$ cat config.mk
export PLATFORM = sky130hd
export DESIGN_NAME = spi_aes_slave_flat
export DESIGN_NICKNAME = d
export VERILOG_FILES = /design/src/rtl/spi_aes_slave_pkg.sv /design/src/rtl/spi_aes_slave_if.sv /design/src/rtl/spi_sync_edge.sv /design/src/rtl/spi_aes_slave.sv /design/src/flat_wrapper.sv
export SDC_FILE = /design/constraint.sdc
export NUM_CORES = 2
export LEC_CHECK = 0
export CAP_MARGIN = 20
export CORE_ASPECT_RATIO = 1.75
export CORE_UTILIZATION = 35
export CTS_BUF_LIST = sky130_fd_sc_hd__clkbuf_16
export CTS_CLUSTER_DIAMETER = 80
export CTS_CLUSTER_SIZE = 20
export DETAILED_ROUTE_END_ITERATION = 10
export GPL_ROUTABILITY_DRIVEN = 0
export MAX_ROUTING_LAYER = met4
export PLACE_DENSITY = 0.67
export SYNTH_ARGS = -nofsm -noshare
export SYNTH_HDL_FRONTEND = slang
export SYNTH_SLANG_ARGS = --single-unit
$ cat constraint.sdc
create_clock -name clk_slave -period 2.9 [get_ports clk_slave]
set_input_delay 0.58 -clock clk_slave [delete_from_list [all_inputs] [get_ports clk_slave]]
set_output_delay 0.58 -clock clk_slave [all_outputs]
set_load 0.005 [all_outputs]
$ cat src/rtl/spi_aes_slave_pkg.sv
// Shared command codes, FSM states and frame-length constants for the SPI/AES slave.
package aes_spi_pkg;

  localparam logic [7:0] CMD_WR_ENC = 8'hA5;
  localparam logic [7:0] CMD_WR_DEC = 8'h5A;
  localparam logic [7:0] CMD_RD     = 8'h3C;

  localparam int unsigned DATA_BITS   = 128;
  localparam int unsigned STATUS_BITS = 8;
  localparam int unsigned CNT_W       = 9;

  typedef enum logic [3:0] {
    ST_IDLE,
    ST_CMD,
    ST_RX_DATA,
    ST_RX_KEY,
    ST_RX_DONE,
    ST_BUSY,
    ST_TX_STATUS,
    ST_TX_RESULT,
    ST_DRAIN
  } state_t;

  // Key field length in bits for a key of nk 32-bit words.
  function automatic int unsigned key_bits(input int unsigned nk);
    return nk * 32;
  endfunction

endpackage

$ cat src/rtl/spi_aes_slave_if.sv
// SPI pins plus the AES core handshake, grouped as one bundle.
interface spi_aes_slave_if #(
  parameter int unsigned Nk = 4
);
  logic            sclk;
  logic            cs;
  logic            mosi;
  logic            miso;
  logic [127:0]    aes_data;
  logic [Nk*32-1:0] aes_key;
  logic            aes_encrypt;
  logic            aes_start;
  logic            aes_done;
  logic [127:0]    aes_result;

  modport slave (
    input  sclk, cs, mosi, aes_done, aes_result,
    output miso, aes_data, aes_key, aes_encrypt, aes_start
  );

  modport master (
    output sclk, cs, mosi, aes_done, aes_result,
    input  miso, aes_data, aes_key, aes_encrypt, aes_start
  );
endinterface

$ cat src/rtl/spi_sync_edge.sv
// Multi-flop synchronizer with rise/fall pulses derived from the synchronized level.
module spi_sync_edge #(
  parameter int unsigned STAGES  = 2,
  parameter logic        RST_VAL = 1'b0
) (
  input  logic clk,
  input  logic rst,
  input  logic din,
  output logic dout,
  output logic rise_c,
  output logic fall_c
);

  logic [STAGES-1:0] sync_q;
  logic              prev_q;

  // Shift the async input through the chain and keep one extra flop for edge detection.
  always_ff @(posedge clk) begin
    if (!rst) begin
      sync_q <= {STAGES{RST_VAL}};
      prev_q <= RST_VAL;
    end else begin
      sync_q <= STAGES'({sync_q, din});
      prev_q <= sync_q[STAGES-1];
    end
  end

  assign dout   = sync_q[STAGES-1];
  assign rise_c = dout & ~prev_q;
  assign fall_c = ~dout & prev_q;

endmodule

$ cat src/rtl/spi_aes_slave.sv
// SPI mode-0 slave that collects a command, block and key, launches the AES core,
// and returns the captured result in a separate read frame.
module spi_aes_slave
  import aes_spi_pkg::*;
#(
  parameter int unsigned Nk          = 4,
  parameter int unsigned SYNC_STAGES = 2
) (
  input  logic                  clk_slave,
  input  logic                  rst,
  spi_aes_slave_if.slave        bus,
  output logic                  result_valid,
  output logic                  busy,
  output logic                  frame_err
);

  localparam int unsigned KEY_BITS = key_bits(Nk);

  logic sclk_s, sclk_rise, sclk_fall;
  logic cs_s, cs_rise, cs_fall;
  logic mosi_s, mosi_rise, mosi_fall;
  logic unused_edges;

  spi_sync_edge #(.STAGES(SYNC_STAGES), .RST_VAL(1'b0)) u_sclk (
    .clk(clk_slave), .rst(rst), .din(bus.sclk), .dout(sclk_s), .rise_c(sclk_rise), .fall_c(sclk_fall)
  );
  spi_sync_edge #(.STAGES(SYNC_STAGES), .RST_VAL(1'b1)) u_cs (
    .clk(clk_slave), .rst(rst), .din(bus.cs), .dout(cs_s), .rise_c(cs_rise), .fall_c(cs_fall)
  );
  spi_sync_edge #(.STAGES(SYNC_STAGES), .RST_VAL(1'b0)) u_mosi (
    .clk(clk_slave), .rst(rst), .din(bus.mosi), .dout(mosi_s), .rise_c(mosi_rise), .fall_c(mosi_fall)
  );

  // cs is handled by level so a frame boundary is never missed; only sclk edges drive the shifters.
  assign unused_edges = &{1'b0, sclk_s, cs_rise, cs_fall, mosi_rise, mosi_fall};

  state_t               state_q, state_d;
  logic [CNT_W-1:0]     cnt_q, cnt_d;
  logic [7:0]           cmd_sh;
  logic [DATA_BITS-1:0] data_sh;
  logic [KEY_BITS-1:0]  key_sh;
  logic [DATA_BITS-1:0] tx_sh;
  logic [DATA_BITS-1:0] result_q;
  logic                 rd_done_q;
  logic                 rd_valid_q;

  logic [7:0] cmd_word;
  state_t     rest_state;
  logic       shift_cmd_c, shift_data_c, shift_key_c, launch_c, err_c;
  logic       load_status_c, load_result_c, set_rd_done_c, clear_valid_c;
  logic       tx_active;

  assign cmd_word   = {cmd_sh[6:0], mosi_s};
  assign rest_state = busy ? ST_BUSY : ST_IDLE;
  assign tx_active  = (state_q == ST_TX_STATUS) || (state_q == ST_TX_RESULT);

  // State and bit-counter register.
  always_ff @(posedge clk_slave) begin
    if (!rst) begin
      state_q <= ST_IDLE;
      cnt_q   <= '0;
    end else begin
      state_q <= state_d;
      cnt_q   <= cnt_d;
    end
  end

  // Frame sequencing: next state, bit count and datapath strobes.
  always_comb begin
    state_d       = state_q;
    cnt_d         = cnt_q;
    shift_cmd_c   = 1'b0;
    shift_data_c  = 1'b0;
    shift_key_c   = 1'b0;
    launch_c      = 1'b0;
    err_c         = 1'b0;
    load_status_c = 1'b0;
    load_result_c = 1'b0;
    set_rd_done_c = 1'b0;
    clear_valid_c = 1'b0;
    case (state_q)
      ST_IDLE, ST_BUSY: begin
        if (!cs_s) begin
          state_d = ST_CMD;
          cnt_d   = '0;
        end
      end
      ST_CMD: begin
        if (cs_s) begin
          err_c   = 1'b1;
          state_d = rest_state;
        end else if (sclk_rise) begin
          shift_cmd_c = 1'b1;
          cnt_d       = cnt_q + CNT_W'(1);
          if (cnt_q == CNT_W'(7)) begin
            cnt_d = '0;
            case (cmd_word)
              CMD_WR_ENC, CMD_WR_DEC: begin
                if (busy) begin
                  err_c   = 1'b1;
                  state_d = ST_DRAIN;
                end else begin
                  state_d = ST_RX_DATA;
                end
              end
              CMD_RD: begin
                load_status_c = 1'b1;
                state_d       = ST_TX_STATUS;
              end
              default: begin
                err_c   = 1'b1;
                state_d = ST_DRAIN;
              end
            endcase
          end
        end
      end
      ST_RX_DATA: begin
        if (cs_s) begin
          err_c   = 1'b1;
          state_d = rest_state;
        end else if (sclk_rise) begin
          shift_data_c = 1'b1;
          cnt_d        = cnt_q + CNT_W'(1);
          if (cnt_q == CNT_W'(DATA_BITS - 1)) begin
            cnt_d   = '0;
            state_d = ST_RX_KEY;
          end
        end
      end
      ST_RX_KEY: begin
        if (cs_s) begin
          err_c   = 1'b1;
          state_d = rest_state;
        end else if (sclk_rise) begin
          shift_key_c = 1'b1;
          cnt_d       = cnt_q + CNT_W'(1);
          if (cnt_q == CNT_W'(KEY_BITS - 1)) begin
            cnt_d   = '0;
            state_d = ST_RX_DONE;
          end
        end
      end
      ST_RX_DONE: begin
        if (cs_s) begin
          launch_c = 1'b1;
          state_d  = ST_BUSY;
        end
      end
      ST_TX_STATUS: begin
        if (cs_s) begin
          state_d = rest_state;
        end else if (sclk_rise) begin
          cnt_d = cnt_q + CNT_W'(1);
          if (cnt_q == CNT_W'(STATUS_BITS - 1)) begin
            cnt_d         = '0;
            load_result_c = 1'b1;
            state_d       = ST_TX_RESULT;
          end
        end
      end
      ST_TX_RESULT: begin
        if (cs_s) begin
          clear_valid_c = rd_done_q & rd_valid_q;
          state_d       = rest_state;
        end else if (sclk_rise && !rd_done_q) begin
          cnt_d = cnt_q + CNT_W'(1);
          if (cnt_q == CNT_W'(DATA_BITS - 1)) begin
            set_rd_done_c = 1'b1;
          end
        end
      end
      ST_DRAIN: begin
        if (cs_s) begin
          state_d = rest_state;
        end
      end
      default: state_d = ST_IDLE;
    endcase
  end

  // Shadow shifters, AES launch/capture, status flags and the miso shifter.
  always_ff @(posedge clk_slave) begin
    if (!rst) begin
      cmd_sh          <= '0;
      data_sh         <= '0;
      key_sh          <= '0;
      tx_sh           <= '0;
      result_q        <= '0;
      rd_done_q       <= 1'b0;
      rd_valid_q      <= 1'b0;
      bus.aes_data    <= '0;
      bus.aes_key     <= '0;
      bus.aes_encrypt <= 1'b0;
      bus.aes_start   <= 1'b0;
      bus.miso        <= 1'b0;
      result_valid    <= 1'b0;
      busy            <= 1'b0;
      frame_err       <= 1'b0;
    end else begin
      bus.aes_start <= launch_c;
      frame_err     <= err_c;
      if (shift_cmd_c)  cmd_sh  <= cmd_word;
      if (shift_data_c) data_sh <= {data_sh[DATA_BITS-2:0], mosi_s};
      if (shift_key_c)  key_sh  <= {key_sh[KEY_BITS-2:0], mosi_s};
      if (launch_c) begin
        bus.aes_data    <= data_sh;
        bus.aes_key     <= key_sh;
        bus.aes_encrypt <= (cmd_sh == CMD_WR_ENC);
        busy            <= 1'b1;
        result_valid    <= 1'b0;
      end
      if (load_status_c) begin
        tx_sh <= {result_valid, busy, 6'b0, (DATA_BITS - STATUS_BITS)'(0)};
      end else if (load_result_c) begin
        tx_sh      <= result_valid ? result_q : '0;
        rd_valid_q <= result_valid;
        rd_done_q  <= 1'b0;
      end else if (sclk_fall && tx_active && !cs_s) begin
        tx_sh <= {tx_sh[DATA_BITS-2:0], 1'b0};
      end
      if (set_rd_done_c) rd_done_q <= 1'b1;
      if (clear_valid_c) result_valid <= 1'b0;
      if (cs_s || !tx_active) begin
        bus.miso <= 1'b0;
      end else if (sclk_fall) begin
        bus.miso <= tx_sh[DATA_BITS-1];
      end
      if (busy && bus.aes_done) begin
        result_q     <= bus.aes_result;
        result_valid <= 1'b1;
        busy         <= 1'b0;
      end
    end
  end

endmodule

$ cat src/flat_wrapper.sv
// flat-port wrapper written by rule: the top's interface ports become plain ports
module spi_aes_slave_flat import aes_spi_pkg::*;
#(
  parameter int unsigned Nk          = 4,
  parameter int unsigned SYNC_STAGES = 2
)
  (clk_slave, rst, result_valid, busy, frame_err, bus_sclk, bus_cs, bus_mosi, bus_aes_done, bus_aes_result, bus_miso, bus_aes_data, bus_aes_key, bus_aes_encrypt, bus_aes_start);
  spi_aes_slave_if #(.Nk(Nk)) bus_i ();
  input  logic clk_slave;
  input  logic rst;
  output logic result_valid;
  output logic busy;
  output logic frame_err;
  input wire logic [$bits(bus_i.sclk)-1:0] bus_sclk;
  input wire logic [$bits(bus_i.cs)-1:0] bus_cs;
  input wire logic [$bits(bus_i.mosi)-1:0] bus_mosi;
  input wire logic [$bits(bus_i.aes_done)-1:0] bus_aes_done;
  input wire logic [$bits(bus_i.aes_result)-1:0] bus_aes_result;
  output wire logic [$bits(bus_i.miso)-1:0] bus_miso;
  output wire logic [$bits(bus_i.aes_data)-1:0] bus_aes_data;
  output wire logic [$bits(bus_i.aes_key)-1:0] bus_aes_key;
  output wire logic [$bits(bus_i.aes_encrypt)-1:0] bus_aes_encrypt;
  output wire logic [$bits(bus_i.aes_start)-1:0] bus_aes_start;
  assign bus_i.sclk = bus_sclk;
  assign bus_i.cs = bus_cs;
  assign bus_i.mosi = bus_mosi;
  assign bus_i.aes_done = bus_aes_done;
  assign bus_i.aes_result = bus_aes_result;
  assign bus_miso = bus_i.miso;
  assign bus_aes_data = bus_i.aes_data;
  assign bus_aes_key = bus_i.aes_key;
  assign bus_aes_encrypt = bus_i.aes_encrypt;
  assign bus_aes_start = bus_i.aes_start;
  spi_aes_slave #(.Nk(Nk), .SYNC_STAGES(SYNC_STAGES)) u_core (.clk_slave(clk_slave), .rst(rst), .bus(bus_i), .result_valid(result_valid), .busy(busy), .frame_err(frame_err));
endmodule
Yosys cells after proc, flatten, opt, wreduce, memory -nomap -nowiden:

Index checks and enable logic that the tools add are counted.

* memories kept: 0
* ROM bits: 0
* input port bits: 134
* word-level logic and storage cells: 156
* bits in writable memories: 0
* output and inout port bits: 262
* flip-flop bits (word level): 804
* bits in latches: 0

* multipliers: 0
* bitwise gates (word level): 7
* add/subtract/negate cells: 1
* reductions and logical operators: 27
* multiplexer cells: 67
* div/mod/pow operators: 0
* equal/unequal tests: 32
* shifts and indexed selects: 0
* $lt $le $gt $ge: 0

Operator list (count)
* 128-bit 2-to-1 mux: 4
* 9-bit 2-to-1 mux: 9
* 4-bit 2-to-1 mux: 16
* 9-bit case mux with 4 select lines: 1
* 1-bit 2-to-1 mux: 32
* 4-bit case mux with 7 select lines: 1
* 3-bit by 2-bit inequality test with 1-bit output, second input constant: 7
* 4-bit by 3-bit == test with 1-bit output, second input constant: 4
* 8-bit == test, second input constant: 2
* 2-bit OR reduction: 8
* 2-bit inequality test, second input constant: 7
* 11-bit AND reduction: 1
* 9-bit by 1-bit adder with 9-bit output, second input constant: 1
* 9-bit by 3-bit == test with 1-bit output, second input constant: 1
* 9-bit by 7-bit == test with 1-bit output, second input constant: 1
* 4-bit by 2-bit == test with 1-bit output, second input constant: 2
* 8-bit by 6-bit == test with 1-bit output, second input constant: 1
* 8-bit by 7-bit == test with 1-bit output, second input constant: 1
* 4-bit case mux with 2 select lines: 1
* 8-bit AND reduction: 1
* 2-bit by 1-bit inequality test with 1-bit output, second input constant: 3
* 3-bit nonzero test: 2
* 4-bit by 1-bit == test with 1-bit output, second input constant: 1
* 4-bit == test, second input constant: 1
* 12 further kinds: 26

Longest topological paths before layout:

* word-level depth: 8
* depth in mapped cells: 10
* depth with buffers taken out: 6

Hierarchy:

From an unflattened synthesis, not the netlist that was laid out.

* cells, all modules: 3597
* area, all modules: 29918.7 um^2

By module, submodules not included
* spi_aes_slave: times used 1, cells each 3573, seq. area each 15955.3 um^2, area an instance 29644.7 um^2
* spi_sync_edge: times used 3, cells each 8, seq. area each 60.1 um^2, area an instance 91.3 um^2

Worst setup path before layout:

OpenSTA, ideal clock, no wires.

* path type: flip-flop to flip-flop
* start: register u_core.cnt_q[4]
* end: register u_core.tx_sh[100]
* data required time: 2.780 ns
* path buffers: 4
* cell stages (with the launch flop): 10
* setup slack: 0.522 ns
* library setup time: 0.120 ns
* period minus slack after synthesis: 2.378 ns
* data arrival time: 2.257 ns
* cell sequence: dfxtp_1 or4_4 or4b_1 buf_2 and2_1 clkbuf_2 buf_6 clkbuf_1 nand2_1 a21oi_1

* longest elaborated chain between the ends: 6
* elaborated cells between the ends (all ways): 12
* those cells by class: eq/ne (1); mux (9); reduce/logical (2)

RTL lines
* start, declared: RTL line spi_aes_slave.sv:38 `logic [CNT_W-1:0] cnt_q, cnt_d;`
* start signal, assigned: RTL line spi_aes_slave.sv:64 `cnt_q <= cnt_d;`
* 9-bit by 3-bit == test with 1-bit output (*): RTL line spi_aes_slave.sv:95, spi_aes_slave.sv:155
* 1-bit 2-to-1 mux (on tied branches): RTL line spi_aes_slave.sv:155, spi_aes_slave.sv:95
* 1-bit 2-to-1 mux (on tied branches): RTL line spi_aes_slave.sv:153, spi_aes_slave.sv:92
* 1-bit 2-to-1 mux (on tied branches): RTL line spi_aes_slave.sv:151, spi_aes_slave.sv:89
* 1-bit 2-to-1 mux: RTL line spi_aes_slave.sv:81 `case (state_q)`
* 128-bit 2-to-1 mux (tied with other cells): RTL line spi_aes_slave.sv:215 `end else if (load_result_c) begin`
* end signal, assigned: RTL line spi_aes_slave.sv:214 `tx_sh <= {result_valid, busy, 6'b0, (DATA_BITS - STATUS_BITS)'(0)};`
* end signal, assigned: RTL line spi_aes_slave.sv:216 `tx_sh <= result_valid ? result_q : '0;`
* end signal, assigned: RTL line spi_aes_slave.sv:220 `tx_sh <= {tx_sh[DATA_BITS-2:0], 1'b0};`
* end, declared: RTL line spi_aes_slave.sv:42 `logic [DATA_BITS-1:0] tx_sh;`

Every way passes the cells marked *; elsewhere a longest branch is shown, timed or not.
A chain may end at the register's enable or synchronous reset.

Final worst setup path:

* start: register u_core.cnt_q[4]
* end: register u_core.tx_sh[16]

Same word-level chain as after synthesis.

==> results_dict.tcl <==
set metrics [dict create \
    grt_overflow 0 \
    holdPathStages 1 \
    r2r_start "u_core.cnt_q[4]" \
    cts_resized 0 \
    ys_seq_elements 804 \
    synth_fa_ha_area_share_pct 0.04377 \
    syn_nets 3717 \
    postLayoutCoreUtil_pct 43.17 \
    critical_path.startpoint_type "flop" \
    placed_cells 4800 \
    setup_viol 0 \
    path_cells "or4_4 > or4b_1 > and2_4 > buf_12 > nand2_1 > a21oi_1" \
    syn_area_um2 28590 \
    grt_usage_pct 18.20 \
    multiInputGateArea_um2 11360 \
    clkTransAtPathRegs_ns 0.08 \
    hp-class "reg2reg" \
    grt_max_degree 161 \
    setup_ws_ns 0.2885 \
    ys_seq_area_share_pct 56.30 \
    die_y_um 380.1 \
    synthCells 3582 \
    ir_worst_vdd_mv 0.5508 \
    ant_nets 0 \
    arrival_ns 3.09 \
    final_cell_mix "nand2_1 (1413), dfxtp_1 (804), a21oi_1 (776)" \
    rr_worst_depth 6 \
    intPower_mw 14.67 \
    place_ws_ns 0.3292 \
    ys_types 55 \
    grt_pass1_vias 22780 \
    pwr-share-clk_pct 35.6 \
    fin_crit_ns 2.611 \
    placed_area_um2 33560 \
    drt_iter0_markers 1919 \
    r2r_end "u_core.tx_sh[16]" \
    drv_slew 0 \
    clock.fmax_mhz 382.9 \
    drtPass1Iterations 7 \
    synth-simple-area-share_pct 20.86 \
    fill_cells 8086 \
    clk-insertion-delay-late_ns 0.61 \
    ios 396 \
    status "finished clean" \
    seq_area_um2 16100 \
    r2r_slack_ns 0.29 \
    stdcell_count 4857 \
    synth_compound_area_share_pct 17.89 \
    synth_edf_count 0 \
    power_switching_mw 4.582 \
    finClkSkew_ns 0.02944 \
    initial_core_util_pct 35.38 \
    p_seq_share_pct 58.0 \
    min_from "u_core.u_cs.sync_q[0]" \
    netSwitchingFraction_pct 23.80 \
    cts.sinks 804 \
    final_nets 3934 \
    wire_per_inst_um 15.69 \
    synth_top_family_by_area "simple AND/OR/NAND/NOR gates" \
    cp_max_fo 121 \
    drv_cap 0 \
    wl_mm 76.22 \
    drive_gt1_share_pct 3.467 \
    antenna_found_initial 0 \
    power_frac_comb_pct 6.4 \
    hold_viol_final 0 \
    async_flop_share_pct 0 \
    fin_area_um2 34890 \
    clockRootBuffer "clkbuf_16" \
    htree_levels 2 \
    via_count 24390 \
    drc 0 \
    hpwl_mm 47.83 \
    synth.avg_cell_area_um2 7.981 \
    slowest_stage "or4b_1" \
    worstHoldEndpoint "u_core.u_cs.sync_q[1]" \
    final_common_cell "nand2_1" \
    synth_mux_area_share_pct 0.5646 \
    port_buffers 395 \
    synth_flop_cell "dfxtp_1" \
    cts_tree "yes" \
    critPathRequiredTime_ns 3.38 \
    die_area_um2 82870 \
    coreArea_um2 80810 \
    fin_crit_sh_pct 90.05 \
    slew_headroom_pct 47.93 \
    max-clock-path-buffers 3 \
    yosys_warnings 0 \
    vias_per_cell 5.021 \
    rsz0062_at_grt "no" \
    p_leak_nw 10.83 \
    cts_inserted_buffers 47 \
    hold_buffers 0 \
    path_class "reg2reg" \
    insertedDiodeCount 0 \
    crit_path_max_incr_delay_ns 0.73 \
    die_w_um 218.0 \
    cts_setup_buffers 0 \
    syn_to_final_growth_pct 22.04 \
    placement_rows 138 \
    tightest_slew_ns 0.7811 \
    grt_pass1_wl_mm 120.5 \
    p_per_area_nw_per_um2 551.9 \
    finalSetupTns_ns 0 \
    synth-xor-area-share_pct 0.1532 \
    cp-end-kind "flop" \
]
-- Yosys cell counts (7+ instances only) --
master    number  area (um2)
a21oi_1      776        3884
a211oi_1       7       52.55
buf_6         10       112.6
nand3_1        8       40.04
dfxtp_1      804       16100
nor3_1        10       50.05
buf_2         17       85.08
a22oi_1      122       915.9
and2_1         7       43.79
nor2_1        29       108.9
mux2i_1       15       150.1
buf_1         10       37.54
clkbuf_1     244       915.9
nand2_1     1415        5311
o21ai_0        8       40.04
nand2b_1      11       68.82
-- sequential cells by signal, indices dropped and copies added, names as in the netlist --
register,count
u_core.result_valid,1
u_core.rd_done_q,1
u_core.tx_sh,128
u_core.bus.aes_data,128
u_core.u_sclk.prev_q,1
u_core.u_mosi.sync_q,2
u_core.bus.aes_start,1
u_core.bus.miso,1
u_core.cnt_q,9
u_core.u_sclk.sync_q,2
u_core.frame_err,1
u_core.bus.aes_encrypt,1
u_core.data_sh,128
u_core.result_q,128
u_core.busy,1
u_core.state_q,4
u_core.rd_valid_q,1
u_core.u_cs.sync_q,2
u_core.key_sh,128
u_core.cmd_sh,8
u_core.bus.aes_key,128
-- per-layer routing --
layer | up-vias | wire length, um | global-route usage, % | share of wire (%)
li1 | 12170 | - | - | -
met1 | 11520 | 33070 | 22.16 | 43
met2 | 574 | 36290 | 29.76 | 48
met3 | 125 | 4189 | 3.325 | 5.5
met4 | 0 | 2679 | 6.669 | 3.5
met5 | - | 0 | - | 0
-- worst max-delay path by stage --
stage               slack (ns)       startpoint           endpoint  depth (start not counted)
floorplan                 0.52  u_core.cnt_q[4]  u_core.tx_sh[100]                          9
global placement          0.39  u_core.cnt_q[4]  u_core.tx_sh[126]                          6
detailed placement        0.33  u_core.cnt_q[4]   u_core.tx_sh[49]                          6
CTS                       0.30  u_core.cnt_q[4]  u_core.tx_sh[116]                          6
global route              0.18  u_core.cnt_q[4]   u_core.tx_sh[99]                          6
finish                    0.29  u_core.cnt_q[4]   u_core.tx_sh[16]                          6
-- power by group through the flow --
| stage | Clock [mW] | Sequential, mW | Combinational (mW) |
|---|---|---|---|
| after floorplan | 0 | 11.4 | 0.725 |
| after global routing | 7.49 | 11.2 | 1.36 |
| after detailed placement | 0 | 11.4 | 1.26 |
| final | 6.85 | 11.2 | 1.24 |
| after global placement | 0 | 11.4 | 1.26 |
| after CTS | 7.15 | 11.2 | 1.26 |
-- metrics by stage --
stage | hold slack, ns | total power [mW]
2_1_floorplan | 0.3863 | 12.11
3_5_place_dp | 0.3952 | 12.68
5_1_grt | 0.4378 | 20.02
6_report | 0.4188 | 19.25
3_3_place_gp | 0.4100 | 12.68
4_1_cts | 0.4226 | 19.58
-- worst max-delay path, delay by kind of cell (launching register included) --
family	cells	cell delay (ns)
and+or+nand+nor	4	1.71
DFF	1	0.38
buffers and inverters	1	0.22
AOI/OAI and AO/OA	1	0.08
-- cell type report --
type                       count  share of cell area [%]
multi-input combinational   2488                   32.58
tap                         1050                   3.766
clock inverter                 9                  0.3551
inverter                       6                 0.08608
clock buffer                  48                   3.443
timing repair buffer         452                   13.64
sequential                   804                   46.14
-- cell families (layout without fill, tap and decap cells) --
group | count (synthesis) | after routing
buffers and inverters | 290 | 515
AOI/OAI and AO/OA | 941 | 941
xor gates and xnor gates | 5 | 5
adders and majority gates | 1 | 1
DFF | 804 | 804
muxes | 16 | 16
and+or+nand+nor | 1525 | 1525
Note: power is estimated with default switching activity, not from simulation.
